## src/rtl/stack_cpu_core.sv

```systemverilog
// Stack-machine core: fetch/decode FSM over a LIFO register stack, one memory port.
// One state per cycle except memory waits; mem_req is held until mem_ready, then the next access may follow back-to-back.
module stack_cpu_core #(
   parameter int DATA_W = 8,
   parameter int ADDR_W = 5,
   parameter int DEPTH  = 8
) (
   input  logic                    clk,
   input  logic                    rst,
   output logic                    mem_req,
   output logic                    mem_we,
   output logic [ADDR_W-1:0]       mem_addr,
   output logic [DATA_W-1:0]       mem_wdata,
   input  logic [DATA_W-1:0]       mem_rdata,
   input  logic                    mem_ready,
   output logic                    halted,
   output logic [1:0]              err,
   output logic [DATA_W-1:0]       tos,
   output logic [$clog2(DEPTH):0]  sp_count,
   output logic [ADDR_W-1:0]       pc_out
);

   localparam int IW = $clog2(DEPTH);
   localparam int SW = IW + 1;

   localparam logic [2:0] OP_ADD  = 3'b000;
   localparam logic [2:0] OP_SUB  = 3'b001;
   localparam logic [2:0] OP_AND  = 3'b010;
   localparam logic [2:0] OP_NOT  = 3'b011;
   localparam logic [2:0] OP_PUSH = 3'b100;
   localparam logic [2:0] OP_POP  = 3'b101;
   localparam logic [2:0] OP_JMP  = 3'b110;

   localparam logic [1:0] ERR_UNDER = 2'b01;
   localparam logic [1:0] ERR_OVER  = 2'b10;

   typedef enum logic [2:0] {
      FETCH, DECODE, POP_A, EXEC, MEM_RD, MEM_WR, HALT, ERROR
   } state_t;

   state_t            state;
   logic [ADDR_W-1:0] pc;
   logic [DATA_W-1:0] ir;
   logic [DATA_W-1:0] a;
   logic [DATA_W-1:0] b;
   logic [DATA_W-1:0] stk [DEPTH];
   logic [SW-1:0]     sp;

   logic [2:0]        opcode;
   logic [ADDR_W-1:0] iaddr;
   logic [SW-1:0]     sp_m1;
   logic [DATA_W-1:0] top;
   logic              empty;
   logic              full;
   logic [DATA_W-1:0] alu;

   assign opcode   = ir[DATA_W-1 -: 3];
   assign iaddr    = ir[ADDR_W-1:0];
   assign sp_m1    = sp - SW'(1);
   assign top      = stk[sp_m1[IW-1:0]];
   assign empty    = (sp == '0);
   assign full     = (sp == SW'(DEPTH));
   assign tos      = empty ? '0 : top;
   assign sp_count = sp;
   assign pc_out   = pc;

   // A is the older operand, B the newer one
   always_comb begin
      alu = ~a;
      case (opcode)
         OP_ADD:  alu = a + b;
         OP_SUB:  alu = a - b;
         OP_AND:  alu = a & b;
         default: alu = ~a;
      endcase
   end

   always_ff @(posedge clk or negedge rst) begin
      if (!rst) begin
         state     <= FETCH;
         pc        <= '0;
         ir        <= '0;
         a         <= '0;
         b         <= '0;
         sp        <= '0;
         err       <= '0;
         halted    <= 1'b0;
         mem_req   <= 1'b0;
         mem_we    <= 1'b0;
         mem_addr  <= '0;
         mem_wdata <= '0;
         for (int i = 0; i < DEPTH; i++) stk[i] <= '0;
      end else begin
         case (state)
            FETCH: begin
               // first cycle after reset has no request yet, so raise it here
               if (mem_req && mem_ready) begin
                  ir      <= mem_rdata;
                  pc      <= pc + ADDR_W'(1);
                  mem_req <= 1'b0;
                  state   <= DECODE;
               end else if (!mem_req) begin
                  mem_req  <= 1'b1;
                  mem_we   <= 1'b0;
                  mem_addr <= pc;
               end
            end
            DECODE: begin
               case (opcode)
                  OP_ADD, OP_SUB, OP_AND: begin
                     if (sp < SW'(2)) begin
                        err    <= ERR_UNDER;
                        halted <= 1'b1;
                        state  <= ERROR;
                     end else begin
                        b     <= top;
                        sp    <= sp_m1;
                        state <= POP_A;
                     end
                  end
                  OP_NOT: begin
                     if (empty) begin
                        err    <= ERR_UNDER;
                        halted <= 1'b1;
                        state  <= ERROR;
                     end else begin
                        a     <= top;
                        sp    <= sp_m1;
                        state <= EXEC;
                     end
                  end
                  OP_PUSH: begin
                     if (full) begin
                        err    <= ERR_OVER;
                        halted <= 1'b1;
                        state  <= ERROR;
                     end else begin
                        mem_req  <= 1'b1;
                        mem_we   <= 1'b0;
                        mem_addr <= iaddr;
                        state    <= MEM_RD;
                     end
                  end
                  OP_POP: begin
                     if (empty) begin
                        err    <= ERR_UNDER;
                        halted <= 1'b1;
                        state  <= ERROR;
                     end else begin
                        mem_req   <= 1'b1;
                        mem_we    <= 1'b1;
                        mem_addr  <= iaddr;
                        mem_wdata <= top;
                        state     <= MEM_WR;
                     end
                  end
                  OP_JMP: begin
                     pc <= iaddr;
                     // pc already points past this instruction, so pc-1 is its own address
                     if (iaddr == pc - ADDR_W'(1)) begin
                        halted <= 1'b1;
                        state  <= HALT;
                     end else begin
                        mem_req  <= 1'b1;
                        mem_we   <= 1'b0;
                        mem_addr <= iaddr;
                        state    <= FETCH;
                     end
                  end
                  default: begin
                     if (empty) begin
                        err    <= ERR_UNDER;
                        halted <= 1'b1;
                        state  <= ERROR;
                     end else begin
                        if (top == '0) begin
                           pc       <= iaddr;
                           mem_addr <= iaddr;
                        end else begin
                           mem_addr <= pc;
                        end
                        mem_req <= 1'b1;
                        mem_we  <= 1'b0;
                        state   <= FETCH;
                     end
                  end
               endcase
            end
            POP_A: begin
               a     <= top;
               sp    <= sp_m1;
               state <= EXEC;
            end
            EXEC: begin
               stk[sp[IW-1:0]] <= alu;
               sp              <= sp + SW'(1);
               mem_req         <= 1'b1;
               mem_we          <= 1'b0;
               mem_addr        <= pc;
               state           <= FETCH;
            end
            MEM_RD: begin
               if (mem_req && mem_ready) begin
                  stk[sp[IW-1:0]] <= mem_rdata;
                  sp              <= sp + SW'(1);
                  mem_we          <= 1'b0;
                  mem_addr        <= pc;
                  state           <= FETCH;
               end
            end
            MEM_WR: begin
               if (mem_req && mem_ready) begin
                  sp       <= sp_m1;
                  mem_we   <= 1'b0;
                  mem_addr <= pc;
                  state    <= FETCH;
               end
            end
            HALT, ERROR: begin
            end
            default: state <= ERROR;
         endcase
      end
   end

endmodule

```

## config.mk

```make
export PLATFORM = sky130hd
export DESIGN_NAME = stack_cpu_core
export DESIGN_NICKNAME = d
export VERILOG_FILES = /design/src/rtl/stack_cpu_core.sv
export SDC_FILE = /design/constraint.sdc
export NUM_CORES = 1
export LEC_CHECK = 0
export ABC_AREA = 1
export ABC_CLOCK_PERIOD_IN_PS = 6690
export CAP_MARGIN = 20
export CORE_UTILIZATION = 41
export DETAILED_ROUTE_END_ITERATION = 16
export HOLD_SLACK_MARGIN = 0.06
export SYNTH_ARGS = -nofsm -noshare
export SYNTH_HDL_FRONTEND = slang
export SYNTH_SLANG_ARGS = --single-unit
export TNS_END_PERCENT = 20
```

## constraint.sdc

```tcl
create_clock -name clk -period 6.69 [get_ports clk]
set_input_delay 2.007 -clock clk [delete_from_list [all_inputs] [get_ports clk]]
set_output_delay 2.007 -clock clk [all_outputs]
set_load 0.01 [all_outputs]
```

==> metrics.yaml, run 1 <==
global_route:
  grt_pass1_wl_um: 32400
  antenna_found_initial: 0
  overflow: 0
  grt_max_degree: 69
  first_global_vias: 6201
  grt.total_usage: 0.239
hold_path:
  hold_class: "reg2reg"
synth:
  async_flop_share: 1.00
  syn-cell-area_um2: 6980
  synthFlopType: "dfrtp_1"
  yosysWarnings: 0
  ys_top_cells_by_area: "dfrtp_1, nand2_1, nor2_1"
  yosysUniqueCellTypes: 36
  synth-edff-count: 0
  synth_seq_area_share: 0.423
  synthesis.nets: 1026
  ys_ff_latch: 118
  synth.top_cell.area_share: 0.423
  netlist_instances: 1001
  syn_area_per_cell_um2: 6.97
  synth_largest_area_cell: "dfrtp_1"
clock_tree:
  cts_setup_buffers: 0
  numCtsBuffers: 17
  cts_root_buffer: "clkbuf_16"
  clk_pin_slew_ns: 0.06
  cts_sinks: 118
  clk_latency_ns: 0.43
  ctsHtreeMaxLevel: 4
  postCtsHoldBufs: 0
  cts_resized: 0
  clock_path_buffers: 2
  cts_tree: "built"
setup_path:
  cp.required_ns: 4.68
  startpoint_type: "flop"
  end_kind: "output pin"
  critPathMaxStageDelay_ns: 0.88
  crit_path_frequent_cell: "nand2_1"
  arrival_ns: 3.80
  critical_path_class: "reg2out"
  crit_chain: "buf_4, inv_2, ha_1, inv_1, nand2_1, nand3_1, nand2_1, nor2_1, clkdlybuf4s50_1"
  cpMaxStageDelayCell: "ha_1"
  cp_top_family: "buffers and inverters"
  path_max_fanout: 43
  reg2reg_slack_ns: 2.98
  path_buf_inv: 4
detailed_routing:
  detail_route.wl_per_cell_um: 15.5
  drt_iter0_markers: 484
  route.top_layer_used: "met4"
  drcViolationCount: 0
  first_pass_iters: 5
  dr_wl_met3_um: 906
  ant_nets: 0
  wl_met1_um: 9200
  vias: 6502
  wl_met2_um: 9070
  routed_wl_um: 19700
  via_per_inst: 5.12
timing:
  fin_skew_ns: 0.00905
  finalWorstSetupSlack_ns: 0.887
  worst-slew-pin-transition_ns: 0.989
  rsz0062_at_grt: "no"
  slew_headroom: 0.340
  tns_ns: 0
  fin_crit_sh: 0.867
  period_needed_ns: 5.80
  max_clock_freq_ghz: 0.172
  maxSlewViolCount: 0
  setup_viol: 0
  hold_viol_final: 0
place:
  dpl.cell_count: 1237
  gp_congestion: 0.929
  place_ws_ns: 1.40
  dp_hpwl_um: 14200
  io_buffers: 45
finish:
  fillCellCount: 1705
  final_cell_mix: "nand2_1, nor2_1, inv_1"
  areaGrowthSynthToFinish_pct: 16.5
  final_common_cell: "nand2_1"
  seq_area_um2: 2950
  final_nets: 1061
  layout-drive-gt1-share: 0.0658
  final_cells: 1269
  multi_input_area_um2: 3420
  insertedDiodeCount: 0
floorplan:
  fp.dieW_um: 132
  chipHeight_um: 132
  core_region_area_um2: 16600
  die-area_um2: 17600
  initial_core_util: 0.421
  rows: 47
  ios: 46
status:
  run_status: "finished, final reports clean"
run:
  drv_cap: 0
==> metrics by stage <==
stage / cell area [um2] / utilization / hold WS [ns]
2_1_floorplan: 6980 / - / 0.444
3_3_place_gp: 7580 / 0.457 / 0.459
3_5_place_dp: 7580 / 0.457 / 0.465
4_1_cts: 8130 / 0.490 / 0.482
5_1_grt: 8130 / 0.490 / 0.502
6_report: 8130 / 0.490 / 0.478
==> tightest hold or removal path, delay by kind of cell (launching register included) <==
family        cells  cell delay (ns)
flops             1             0.34
simple gates      2             0.10
==> registers in the layout (all words and copies together) (netlist names) <==
register / flops
halted: 1
a: 8
err: 2
mem_addr: 5
ir: 8
sp_count: 4
mem_req: 1
mem_we: 1
b: 8
stk: 64
mem_wdata: 8
state: 3
pc_out: 5
==> synth_stat cells, types with 3 or more instances <==
| cell | count |
|---|---|
| dfrtp_1 | 118 |
| xor2_1 | 8 |
| buf_2 | 16 |
| nor2_1 | 124 |
| inv_2 | 5 |
| clkbuf_1 | 15 |
| nand3_2 | 5 |
| o21ai_1 | 12 |
| nand3_1 | 78 |
| nor3_1 | 6 |
| nand2_1 | 314 |
| ha_1 | 13 |
| a21oi_1 | 38 |
| o31ai_1 | 3 |
| or2_2 | 4 |
| o2111ai_1 | 4 |
| o21ai_0 | 81 |
| xnor2_1 | 6 |
| inv_1 | 119 |
| nand2_2 | 9 |
| nand4_1 | 4 |
==> cell type report <==
| type | count | share of cell area |
|---|---|---|
| Inverter | 124 | 0.0572 |
| Tap cell | 220 | 0.0338 |
| Clock inverter | 15 | 0.0152 |
| Sequential cell | 118 | 0.363 |
| Timing Repair Buffer | 48 | 0.0578 |
| Clock buffer | 17 | 0.0523 |
| Multi-Input combinational cell | 727 | 0.420 |
==> worst paths after layout <==
| path | from | to | depth (start not counted) |
|---|---|---|---|
| max reg2reg | sp_count[0] | pc_out[1] | 14 |
| min | mem_we | mem_we | 2 |
| min in group asynchronous | rst | stk[27] | 1 |
| min reg2reg | mem_we | mem_we | 2 |
| max in group asynchronous | rst | mem_wdata[1] | 2 |
| max | sp_count[0] | tos[6] | 9 |
==> per-layer routing <==
metal,vias to the layer above,global-route usage
li1,3223,-
met1,3062,0.327
met2,182,0.373
met3,35,0.0441
met4,0,0.0971
met5,-,0
==> cells by family (layout without fill, tap and decap cells) <==
kind of cell    after synthesis  after routing  synth area share
xor+xnor                     16             16            0.0222
compound gates              145            145             0.111
fa+ha+maj                    14             14            0.0262
buf+inv                     156            204            0.0873
flops                       118            118             0.423
simple gates                552            552             0.331
Power of run 1 is left out: the tool's default activity adds up to more than one toggle a clock period on the data nets, which glitch-free logic cannot reach.
==> run 2, diff against run 1 <==
--- a/config.mk
+++ b/config.mk
@@ -9,6 +9,7 @@
 export ABC_CLOCK_PERIOD_IN_PS = 6690
 export CAP_MARGIN = 20
 export CORE_UTILIZATION = 41
+export CTS_CLUSTER_DIAMETER = 200
 export DETAILED_ROUTE_END_ITERATION = 16
 export HOLD_SLACK_MARGIN = 0.06
 export SYNTH_ARGS = -nofsm -noshare
==> results of run 2 <==
The final DEF is identical to that of run 1; final timing and power are the same.
Power of run 2 is left out for the same reason.
